===== src/rtl/score_bcd_counter.sv =====
// score_bcd_counter
//   Three-digit BCD score counter (000-999) with best-score memory.
//   Each 0->1 transition of inc scores one point. clear ends the game: the
//   digits return to 000 and, if the finished score beats the stored best,
//   best is loaded and new_best pulses for one cycle.
//
// Parameters
//   SYNC_IN      1: inc passes through a 2-flop synchronizer before edge
//                   detection (points land 3 edges after inc rises)
//                0: inc is sampled directly (points land 1 edge after)
//
// Configuration macro
//   SCORE_SATURATE_EN  defined:   score saturates at 999, rollover tied 0
//                      undefined: score wraps 999->000, rollover pulses
//
// Ports
//   Clock     in   single rising-edge clock
//   Reset     in   asynchronous active-low reset
//   inc       in   score-event level, one point per 0->1 transition
//   clear     in   synchronous game-over/restart, active high
//   counter1  out  ones digit (BCD)
//   counter2  out  tens digit (BCD)
//   counter3  out  hundreds digit (BCD)
//   best      out  best score, BCD {hundreds,tens,ones}
//   new_best  out  one-cycle pulse when best is loaded
//   rollover  out  one-cycle pulse on 999->000 wrap

module score_bcd_counter #(
    parameter int unsigned SYNC_IN = 1
) (
    input  logic        Clock,
    input  logic        Reset,
    input  logic        inc,
    input  logic        clear,
    output logic [3:0]  counter1,
    output logic [3:0]  counter2,
    output logic [3:0]  counter3,
    output logic [11:0] best,
    output logic        new_best,
    output logic        rollover
);

    logic        inc_s;      // sample fed to the edge detector
    logic        sample_ok;  // inc_s reflects a real post-reset sample
    logic        inc_p;      // previous sample
    logic        point;

    logic [3:0]  ones_n;
    logic [3:0]  tens_n;
    logic [3:0]  hund_n;
    logic        wrap;
    logic [11:0] score;
    logic        at_max;
    logic        beat;

    // ------------------------------------------------------------------
    // Input sampling
    // ------------------------------------------------------------------
    generate
        if (SYNC_IN != 0) begin : g_sync
            logic [1:0] sync_q;
            logic [1:0] flush_q;

            // flush_q marks when the reset zeros have left the synchronizer,
            // so a level held high through reset is not mistaken for a rise.
            always_ff @(posedge Clock or negedge Reset) begin
                if (!Reset) begin
                    sync_q  <= '0;
                    flush_q <= '0;
                end else begin
                    sync_q  <= {sync_q[0], inc};
                    flush_q <= {flush_q[0], 1'b1};
                end
            end

            assign inc_s     = sync_q[1];
            assign sample_ok = flush_q[1];
        end else begin : g_direct
            assign inc_s     = inc;
            assign sample_ok = 1'b1;
        end
    endgenerate

    // inc_p resets high so a level already high at release never counts;
    // it stays high until the sample path carries genuine post-reset data.
    always_ff @(posedge Clock or negedge Reset) begin
        if (!Reset) begin
            inc_p <= 1'b1;
        end else begin
            inc_p <= sample_ok ? inc_s : 1'b1;
        end
    end

    assign point = inc_s & ~inc_p;

    // ------------------------------------------------------------------
    // BCD increment
    // ------------------------------------------------------------------
    assign score  = {counter3, counter2, counter1};
    assign at_max = (score == 12'h999);
    // BCD ordering matches decimal ordering, so a plain unsigned compare works
    assign beat   = (score > best);

    always_comb begin
        ones_n = counter1;
        tens_n = counter2;
        hund_n = counter3;
        wrap   = 1'b0;
        if (point) begin
            if (at_max) begin
`ifndef SCORE_SATURATE_EN
                ones_n = '0;
                tens_n = '0;
                hund_n = '0;
                wrap   = 1'b1;
`endif
            end else if (counter1 == 4'd9) begin
                ones_n = '0;
                if (counter2 == 4'd9) begin
                    tens_n = '0;
                    hund_n = counter3 + 4'd1;
                end else begin
                    tens_n = counter2 + 4'd1;
                end
            end else begin
                ones_n = counter1 + 4'd1;
            end
        end
    end

    // ------------------------------------------------------------------
    // Score / best registers
    // ------------------------------------------------------------------
    always_ff @(posedge Clock or negedge Reset) begin
        if (!Reset) begin
            counter1 <= '0;
            counter2 <= '0;
            counter3 <= '0;
            best     <= '0;
            new_best <= 1'b0;
        end else begin
            new_best <= 1'b0;
            if (clear) begin
                // a point arriving with clear is discarded
                counter1 <= '0;
                counter2 <= '0;
                counter3 <= '0;
                if (beat) begin
                    best     <= score;
                    new_best <= 1'b1;
                end
            end else begin
                counter1 <= ones_n;
                counter2 <= tens_n;
                counter3 <= hund_n;
            end
        end
    end

`ifdef SCORE_SATURATE_EN
    assign rollover = 1'b0;
`else
    always_ff @(posedge Clock or negedge Reset) begin
        if (!Reset) begin
            rollover <= 1'b0;
        end else begin
            rollover <= wrap & ~clear;
        end
    end
`endif

endmodule


===== config.mk =====
export PLATFORM = sky130hd
export DESIGN_NAME = score_bcd_counter
export DESIGN_NICKNAME = d
export VERILOG_FILES = /design/src/rtl/score_bcd_counter.sv
export SDC_FILE = /design/constraint.sdc
export NUM_CORES = 1
export LEC_CHECK = 0
export ABC_AREA = 1
export BUFFER_PORTS_ARGS = -buffer_cell sky130_fd_sc_hd__buf_2
export CAP_MARGIN = 20
export CORE_UTILIZATION = 40
export DETAILED_ROUTE_END_ITERATION = 6
export PLACE_DENSITY_LB_ADDON = 0.25
export SYNTH_ARGS = -nofsm -noshare
export SYNTH_HDL_FRONTEND = slang
export SYNTH_SLANG_ARGS = --single-unit

===== constraint.sdc =====
create_clock -name Clock -period 2 [get_ports Clock]
set_input_delay 0.2 -clock Clock [delete_from_list [all_inputs] [get_ports Clock]]
set_output_delay 0.2 -clock Clock [all_outputs]
set_load 0.01 [all_outputs]

==> reports/qor.csv <==
stage,metric,value,unit
yosys,synth unique cells,28,
drt,DRT Wirelength,3410,um
placement,DP HPWL,2580,um
sta,Final Skew,0.00521,ns
die,row count,23,
yosys,Synth area leader,dfrtp_1,
global_route,vias in the first global route,1318,
power_and_ir_drop,Max VDD drop,0.450,mV
drt,via count,1413,
power_and_ir_drop,P_leak,0.00119,uW
critical_path,critical path class,reg -> reg,
sta,Final Hold Vio Count,0,
die,Top Ports,30,
power_and_ir_drop,Sw Ratio,39.7,%
yosys,sequential fraction of the synthesis area,45.0,%
sta,Final Setup Violations,0,
critical_path,Startpoint Class,flop,
drt,Initial DRC Count,88,
drt,Remaining DRCs,0,
hold_path,Hold/Removal Path Class,in -> reg,
yosys,"top cells by count, synth","nand2_1 (53), dfrtp_1 (30), inv_1 (26)",
power_and_ir_drop,Clk pwr share,20.9,%
yosys,Cells after Synth,203,
layout,antenna cells,0,
drt,DR pass1 iterations,4,
clocking,Max Buffers Root-to-Sink,2,
power_and_ir_drop,combinational share of power,43.3,%
flow_run,max cap viols,0,
power_and_ir_drop,P per Cell Area,1110,nW/um^2
die,Die X,67.7,um
run_status,outcome,finished clean,
placement,placed cell count,289,
clocking,H-tree levels,2,
yosys,syn_area_per_cell,8.50,um^2
sta,Slew @ Worst Pin,0.673,ns
layout,share of layout cells above drive strength 1,25.1,%
yosys,#FFs+latches synth,31,
drt,DR vias/cell,4.76,
die,Die Ht,67.7,um
yosys,Yosys top cell area share,43.5,%
clocking,"Reg clk slew, reported paths",0.06,ns
yosys,Post-synth top flop,dfrtp_1,
sta,unrepaired setup endpoints after global routing,no,
clocking,postcts setup bufs,0,
global_route,initial antenna violation count,0,
critical_path,critical path arrival,1.89,ns
global_route,Overall Global Routing Usage,17.7,%
sta,Slew Limit Fails,0,
power_and_ir_drop,total chip power,2330,uW
die,Initial Util,42.5,%
yosys,Synth Warn #,0,
clocking,Skew-Pair Late Insertion Delay,0.28,ns
sta,Tmin final,1.72,ns
die,core area,4060,um^2
yosys,synthesized area,1730,um^2
layout,Final Non-Filler Cells,297,
drt,Post-DRT Antenna Nets,0,
clocking,CTS root buffer,clkbuf_8,
yosys,Post-synth EDFFs,0,
global_route,GRT Residual Overflow,0,
yosys,synth top area cells,"dfrtp_1 (44%), ha_1 (13%), nand2_1 (12%)",
global_route,first-pass GRT wire length,5750,um
layout,P&R area growth vs syn,21.3,%
drt,drt wl/cell,11.5,um
sta,Final Cycle Share,85.8,%
yosys,asr flop ratio synth,100,%
yosys,most frequent cell after synthesis,nand2_1,
placement,IO Port Bufs,29,
die,die area,4580,um^2
power_and_ir_drop,P_int,1410,uW
sta,Setup Total Neg Slack,0,ns
placement,GP Congestion,0.827,
critical_path,Critical Path Fanout Max,13,
clocking,Num CTS Buffers,5,
critical_path,Worst Path Required,2.17,ns
layout,Final Util,51.6,%
sta,Max transition margin,55.1,%
yosys,Post-Syn Nets,225,
layout,filler instances,405,
global_route,largest net degree at the start of global routing,32,
clocking,CTS tree,done,
power_and_ir_drop,Sw Pwr,925,uW
power_and_ir_drop,Seq pwr share,35.8,%
layout,Post-layout nets,269,
clocking,Clock Sink Count,31,
sta,Achievable Freq,583,MHz
critical_path,nature of the critical path endpoint,flop,
-- layout make-up --
type                            count  area [um^2]  area share [%]
Timing Repair Buffer               40          230            11.0
Clock buffer                        6         82.6            3.95
Sequential cell                    31          777            37.1
Tap cell                           50         62.6            2.99
Inverter                           36          135            6.46
Clock inverter                      1         5.00           0.239
Multi-Input combinational cell    133          801            38.3
-- logic make-up (layout without fill, tap and decap cells) --
| logic type | count (synthesis) | after routing | share of synthesized area, % |
|---|---|---|---|
| AO/OA/AOI/OAI | 19 | 19 | 6.53 |
| XOR/XNOR | 2 | 2 | 1.02 |
| adder cells (fa/ha/maj) | 18 | 18 | 13.1 |
| buffers and inverters | 39 | 83 | 8.85 |
| flip-flops | 31 | 31 | 45.0 |
| multiplexers | 2 | 2 | 1.16 |
| other | 1 | 1 | 0.217 |
| AND/OR/NAND/NOR | 91 | 91 | 24.1 |
-- through the flow --
stage               cell area [um^2]  setup WS, ns  hold slack (ns)
floorplan                       1730         0.378          -0.0956
global placement                1990         0.253            0.282
detailed placement              1990         0.209            0.288
CTS                             2090         0.183           0.0125
global route                    2090        0.0872          0.00723
finish                          2090         0.283           0.0220
-- cell usage in the layout, fill, tap and decap left out, types with 2 or more instances in the layout --
| master | instances |
|---|---|
| nand2_1 | 53 |
| o21ai_1 | 5 |
| buf_2 | 29 |
| nor2_1 | 7 |
| nand3_1 | 19 |
| mux2i_1 | 2 |
| xor2_1 | 2 |
| buf_4 | 10 |
| ha_1 | 18 |
| dfrtp_1 | 30 |
| nand4_1 | 3 |
| inv_1 | 26 |
| clkbuf_8 | 6 |
| nand2_4 | 2 |
| nor3_1 | 2 |
| inv_2 | 9 |
| a21oi_1 | 9 |
| o22ai_1 | 3 |
-- final timing paths --
path	from	endpoint	slack [ns]	cells after the start
worst max-delay path	counter3[3]	best[0]	0.28	11
worst min-delay path	inc	g_sync.sync_q[0]	0.02	1
worst max register to register	counter3[3]	best[0]	0.28	11
worst min register to register	g_sync.flush_q[0]	g_sync.flush_q[1]	0.35	0
max in group asynchronous	Reset	g_sync.flush_q[0]	1.07	2
min in group asynchronous	Reset	best[3]	0.49	2
-- state kept, by name, summed over array words and instances (netlist names) --
name            count
counter3            4
g_sync.sync_q       2
g_sync.flush_q      2
rollover            1
counter1            4
inc_p               1
counter2            4
new_best            1
best               12
-- critical path: stages (launching register included) --
cell,delay [ns]
dfrtp_1,0.44
ha_1,0.33
nand2_1,0.10
inv_2,0.03
nand2_1,0.07
nor2_1,0.06
nand2_1,0.05
nand2_1,0.05
inv_2,0.19
nand2_4,0.15
nand2_1,0.09
nand2_1,0.05
-- power groups by stage --
stage / clock network (uW) / registers [uW] / logic (uW)
after floorplan: 0 / 911 / 613
after global placement: 0 / 845 / 991
after detailed placement: 0 / 844 / 1010
after CTS: 507 / 835 / 1010
after global routing: 537 / 854 / 1170
final: 488 / 834 / 1010
-- per-layer routing --
layer	vias to the layer above	track usage, %	share of wire (%)
met5	-	0	0
met4	0	7.98	1.8
met3	6	5.07	3.6
met2	26	27.8	46
met1	648	22.4	48
li1	733	-	-
-- timing repair --
action	4_1_cts	5_1_grt
gates resized for setup	0	1
hold buffers	1	0
endpoints found under the hold margin	30	0
setup endpoints to repair	0	1
No activity file was read; power rests on OpenSTA's default activity.
